==> config.mk <==
export PLATFORM = sky130hd
export DESIGN_NAME = fifomem_ctrl
export DESIGN_NICKNAME = d
export VERILOG_FILES = /design/src/rtl/fifomem_ctrl.sv
export SDC_FILE = /design/constraint.sdc
export NUM_CORES = 1
export LEC_CHECK = 0
export CAP_MARGIN = 20
export CORE_MARGIN = 2
export CORE_UTILIZATION = 42
export DETAILED_ROUTE_END_ITERATION = 6
export GPL_ROUTABILITY_DRIVEN = 0
export HOLD_SLACK_MARGIN = 0.05
export PLACE_DENSITY = 0.86
export SYNTH_ARGS = -nofsm -noshare
export SYNTH_HDL_FRONTEND = slang
export SYNTH_SLANG_ARGS = --single-unit
==> constraint.sdc <==
create_clock -name wclk -period 2.33 [get_ports wclk]
set_input_delay 0.233 -clock wclk [delete_from_list [all_inputs] [get_ports wclk]]
set_output_delay 0.233 -clock wclk [all_outputs]
set_load 0.005 [all_outputs]
==> src/rtl/fifomem_ctrl.sv <==
// ---------------------------------------------------------------------------
// fifomem_ctrl
//
// Pointer, flag and output-staging controller that runs an external
// fifomem storage array as a single-clock first-word-fall-through FIFO.
// The writer's data goes straight to the array's wdata. This block only
// produces the write enable and the two addresses. The array's
// combinational read data is captured into an output register, which
// feeds a valid/ready consumer interface.
//
// Parameters:
//   DSIZE      data width (must match the array)
//   ASIZE      address width, DEPTH = 1 << ASIZE
//   AF_THRESH  almost_full asserts when level >= AF_THRESH (1..DEPTH+1)
//
// Ports:
//   wclk, rst     clock (rising edge), synchronous active-high reset
//   wr_en         producer write request
//   wr_ready      array has space (= !full)
//   mem_wclken    array write enable
//   mem_waddr     array write address
//   mem_raddr     array read address
//   mem_rdata     array combinational read data
//   rd_data       head-of-FIFO data (output register)
//   rd_valid      rd_data is valid
//   rd_ready      consumer accepts rd_data
//   full          array holds DEPTH entries
//   empty         array and output register both empty
//   almost_full   level >= AF_THRESH
//   level         entries held in array + output register, 0..DEPTH+1
//
// Optional feature (macro FIFOMEM_CTRL_ERR_EN):
//   err_clr       clears the sticky error flags
//   err[0]        overflow  : wr_en while full
//   err[1]        underflow : rd_ready with nothing held anywhere
// ---------------------------------------------------------------------------
module fifomem_ctrl #(
    parameter int DSIZE     = 8,
    parameter int ASIZE     = 4,
    parameter int AF_THRESH = (1 << ASIZE) - 2
) (
    input  logic             wclk,
    input  logic             rst,
    input  logic             wr_en,
    output logic             wr_ready,
    output logic             mem_wclken,
    output logic [ASIZE-1:0] mem_waddr,
    output logic [ASIZE-1:0] mem_raddr,
    input  logic [DSIZE-1:0] mem_rdata,
    output logic [DSIZE-1:0] rd_data,
    output logic             rd_valid,
    input  logic             rd_ready,
    output logic             full,
    output logic             empty,
    output logic             almost_full,
    output logic [ASIZE:0]   level
`ifdef FIFOMEM_CTRL_ERR_EN
    ,
    input  logic             err_clr,
    output logic [1:0]       err
`endif
);

    localparam logic [ASIZE:0] DEPTH  = {1'b1, {ASIZE{1'b0}}};
    localparam logic [ASIZE:0] AF_LVL = (ASIZE + 1)'(AF_THRESH);

    // Pointers carry one extra MSB so that a full array (difference DEPTH)
    // and an empty array (difference 0) stay distinguishable after wrap.
    logic [ASIZE:0]   wptr_reg;
    logic [ASIZE:0]   rptr_reg;
    logic             rd_valid_reg;
    logic [DSIZE-1:0] rd_data_reg;

    logic [ASIZE:0]   mcnt;
    logic             load;

    assign mcnt = wptr_reg - rptr_reg;

    assign full        = (mcnt == DEPTH);
    assign empty       = (mcnt == '0) && !rd_valid_reg;
    assign level       = mcnt + {{ASIZE{1'b0}}, rd_valid_reg};
    assign almost_full = (level >= AF_LVL);

    // The write side looks only at the array occupancy, not at a same-cycle
    // read, so wr_ready has no combinational path from rd_ready.
    assign wr_ready   = !full;
    assign mem_wclken = wr_en && !full && !rst;
    assign mem_waddr  = wptr_reg[ASIZE-1:0];
    assign mem_raddr  = rptr_reg[ASIZE-1:0];

    // Refill the output register whenever it is empty or being drained this
    // cycle. On a simultaneous write the array update lands at the edge, so
    // the combinational mem_rdata sampled here is still the old head.
    assign load = (mcnt != '0) && (!rd_valid_reg || rd_ready);

    assign rd_valid = rd_valid_reg;
    assign rd_data  = rd_data_reg;

    always_ff @(posedge wclk) begin
        if (rst) begin
            wptr_reg     <= '0;
            rptr_reg     <= '0;
            rd_valid_reg <= 1'b0;
            rd_data_reg  <= '0;
        end else begin
            if (mem_wclken) begin
                wptr_reg <= wptr_reg + 1'b1;
            end
            if (load) begin
                rd_data_reg  <= mem_rdata;
                rd_valid_reg <= 1'b1;
                rptr_reg     <= rptr_reg + 1'b1;
            end else if (rd_valid_reg && rd_ready) begin
                rd_valid_reg <= 1'b0;
            end
        end
    end

`ifdef FIFOMEM_CTRL_ERR_EN
    logic [1:0] err_set;

    assign err_set[0] = wr_en && full;
    assign err_set[1] = rd_ready && !rd_valid_reg && (mcnt == '0);

    // One sticky flag per event; a set in the same cycle as err_clr wins.
    for (genvar gi = 0; gi < 2; gi++) begin : g_err
        logic flag_reg;

        always_ff @(posedge wclk) begin
            if (rst) begin
                flag_reg <= 1'b0;
            end else if (err_set[gi]) begin
                flag_reg <= 1'b1;
            end else if (err_clr) begin
                flag_reg <= 1'b0;
            end
        end

        assign err[gi] = flag_reg;
    end
`endif

endmodule

# == Yosys cells after proc, flatten, opt, wreduce, memory -nomap -nowiden ==
# Cells that the tools add are included.
# classes
n_lt_le_gt_ge,1
eq_ne,1
mux,2
addsub,4
reduce_logical,12
# ops
cell,n
$add A5 B1 Y5 const B,2
$add A5 B1 Y5,1
$eq A5 B5 Y1 const B,1
$ge A5 B4 Y1 const B,1
$logic_and A1 B1 Y1,5
$logic_not A5 Y1,1
$reduce_bool A5 Y1,1
$sub A5 B5 Y5,1
$logic_not A1 Y1,3
$mux W1,2
$reduce_bool A2 Y1,1
$logic_or A1 B1 Y1,1
# word_totals
register_bits,19
in_bits,12

# == Logic depth before layout (Yosys ltp) ==
# depth
word_depth,5
depth_mapped,10
depth_no_buf,9

# == Worst setup path before layout ==
# Ideal clock, no wire load.
# synth_timing
path_kind,register to register
startpoint,register wptr_reg[0]
endpoint,register rptr_reg[0]
path_buffers,1
arrival_time_ns,2.410
path_stages_with_launch,11
synth_period_minus_slack_ns,2.531
path_slack_ns,-0.201
cell_sequence,dfxtp_1 inv_1 ha_1 inv_1 fa_1 nor3b_1 nand4bb_2 a211oi_4 nor2b_2 buf_6 mux2_4
# synth_via
elab_chain_cells,3
# synth_lines
item,line,text
"start, declared",69,logic [ASIZE:0] wptr_reg;
"start signal, assigned",107,wptr_reg <= wptr_reg + 1'b1;
$sub A5 B5 Y5,77,assign mcnt = wptr_reg - rptr_reg;
$reduce_bool A5 Y1,94,assign load = (mcnt != '0) && (!rd_valid_reg || rd_ready);
$logic_and A1 B1 Y1,94,
"end signal, assigned",112,rptr_reg <= rptr_reg + 1'b1;
"end, declared",70,logic [ASIZE:0] rptr_reg;
# Every way passes these cells.
# A chain may end at the register's enable or synchronous reset.

# == Final worst setup path ==
# layout_timing
startpoint,register wptr_reg[0]
endpoint,output almost_full
# layout_via
elab_chain_cells,3
# layout_lines
item,line,text
$sub A5 B5 Y5,77,
$add A5 B1 Y5,81,"assign level = mcnt + {{ASIZE{1'b0}}, rd_valid_reg};"
$ge A5 B4 Y1,82,assign almost_full = (level >= AF_LVL);
"end, declared",55,"output logic almost_full,"
# Every way passes these cells.

==> metrics.yaml <==
setup_path:
  crit_chain: "inv_2, ha_4, inv_2, fa_2, ha_4, nand2b_4, o221ai_2, a222oi_1, buf_2"
  cp_top_family: "adder cells"
  required_ns: 2.10
  crit_arrival_ns: 2.42
  start_kind: "register"
  criticalPathCategory: "register to primary output"
  crit_slowest_cell: "fa_2"
  setup.worst_path.end_class: "primary output"
  crit_path_start: "wptr_reg[0]"
  max_stage_delay_ns: 0.50
  worstPathMaxFanout: 4
  timing.rr.start: "wptr_reg[0]"
  cp.buffers_inverters: 3
final_layout:
  finish.utilization: 0.708
  largest_register_ffs: 8
  fin_cells: 248
  layout_common_cells: "clkdlybuf4s50_1, buf_4, nand2b_1"
  layout_commonest_cell: "clkdlybuf4s50_1"
  fin_nets: 237
  drive_gt1_frac: 0.409
  diodes: 0
  finalInstanceArea_um2: 2130
  syn_to_final_growth_pct: 63.6
power_and_ir_drop:
  power_density_nw_per_um2: 1320
  power_mw: 2.80
  leakage_nw: 0.904
  ir_drop_v: 0.000607
status:
  status: "finished with violations"
  violations: "negative setup slack"
logic_synthesis:
  yosys.cell_types.count: 38
  synth.largest_area_cell: "dfxtp_1"
  syn_inst: 147
  ys_ff_latch: 19
  synth_flop_cell: "dfxtp_1"
  synth_area_per_cell_um2: 8.84
  synth_area_leaders: "dfxtp_1, nand2b_1, ha_1"
  syn-num-nets: 168
  synth_edf_count: 0
  netlist_area_um2: 1300
  synth_top_area_frac: 0.293
  seq_area_frac_synth: 0.293
  yosysWarnings: 0
  async_reset_ff_frac: 0
detailed_routing:
  dr.pass1.iters: 4
  drt_iter0_markers: 29
  wl_met2_mm: 2.07
  top_layer_used: "met4"
  wl_met3_um: 149
  drtAntennaViolNets: 0
  met1_length_mm: 1.38
  drc: 0
  routed_wl_mm: 3.69
  vias_per_cell: 5.26
  routedWlPerCell_um: 14.9
  route.vias.total: 1304
timing:
  fin_ws_ns: -0.327
  final.min_clock_period_ns: 2.66
  timing.final.crit_share: 1.14
  setup_tns_ns: -3.96
  finClkSkew_ns: 0.00431
  hold_ws_ns: 0.485
  hold_viol: 0
  maxSlewViolCount: 0
  max_freq_ghz: 0.376
  worstMarginPinSlew_ns: 0.292
  relSlewSlack: 0.805
  rsz0062_at_grt: "yes"
  setup-violations-final: 27
clock_network:
  cts_root_buf: "clkbuf_4"
  hold_buffers: 0
  cts_tree: "done"
  cts_sinks: 19
  cts_made_buffers: 3
  clock_latency_ns: 0.30
  cts_max_level: 1
  path_clk_slew_ns: 0.11
  clock_path_buffers: 2
die:
  initial_utilization: 0.433
  io_pins: 39
  die_height_um: 59.6
  die_area_um2: 3560
  die_w_um: 59.6
  coreArea_um2: 3000
  rows: 20
placement:
  placed_area_um2: 1890
  post-dp-hpwl_mm: 2.64
  place_inst: 235
  dp_slack_ns: -0.511
  portBuffers: 38
grt:
  grt_pass1_vias: 1367
  grt_usage: 0.212
  antenna_found_initial: 0
  grt_overflow: 0
  grt_first_pass_wirelength_mm: 5.73
  grt_max_degree: 30
worst_hold_path:
  hp-start: "rd_data[0]"
  hp-class: "register to register"
flow_run:
  drv_cap: 0
[kinds of logic after synthesis]
kind of cell               synth area share
and+or+nand+nor                       0.269
AOI/OAI and AO/OA                     0.136
buffers and inverters                0.0905
DFF                                   0.293
muxes                                0.0808
adders and majority gates            0.0924
xor gates and xnor gates             0.0395
[synth_stat cells (2+ instances only)]
cell,count
or3_1,8
and2_1,2
o21ai_0,5
nand2b_1,21
nor3_1,2
dfxtp_1,19
and2b_1,2
ha_1,8
nand2_1,3
a21oi_1,11
xnor2_1,4
clkbuf_1,3
buf_4,8
nand4_1,4
o21ai_1,4
nor2_1,4
mux2i_1,9
inv_1,8
nor2b_1,3
[final timing paths]
kind         cells after the start  slack, ns     endpoint
max                              9      -0.33  almost_full
min                              2       0.49   rd_data[0]
max reg2reg                     12      -0.17  rptr_reg[0]
min reg2reg                      2       0.49   rd_data[0]
[worst min-delay path, stage by stage (launching register included)]
cell and delay (ns):
dfxtp_1 0.33, nand2b_1 0.06, mux2i_1 0.05
[what timing repair did]
item,CTS,global route
gates resized for setup,51,26
pin swaps,13,14
setup buffers,6,4
setup endpoints to repair,19,26
[power breakdown]
part           total (mW)  switching (mW)  internal, mW
combinational        2.17           0.886          1.29
clock               0.170           0.106        0.0640
sequential          0.459          0.0541         0.405
total                2.80            1.05          1.75
[layout make-up]
| class | instances | area [µm²] |
|---|---|---|
| clock buffer | 3 | 22.5 |
| clock inverter | 1 | 5.00 |
| fill | 238 | 876 |
| inverter | 8 | 30.0 |
| multi-input combinational | 107 | 967 |
| sequential | 19 | 385 |
| tap | 33 | 41.3 |
| timing repair buffer | 77 | 676 |
[per-layer routing]
| metal | vias to the layer above | GRT usage |
|---|---|---|
| li1 | 638 | - |
| met1 | 618 | 0.214 |
| met2 | 40 | 0.429 |
| met3 | 8 | 0.0349 |
| met4 | 0 | 0.0667 |
| met5 | - | 0 |
No activity file was read; power rests on OpenSTA's default activity.
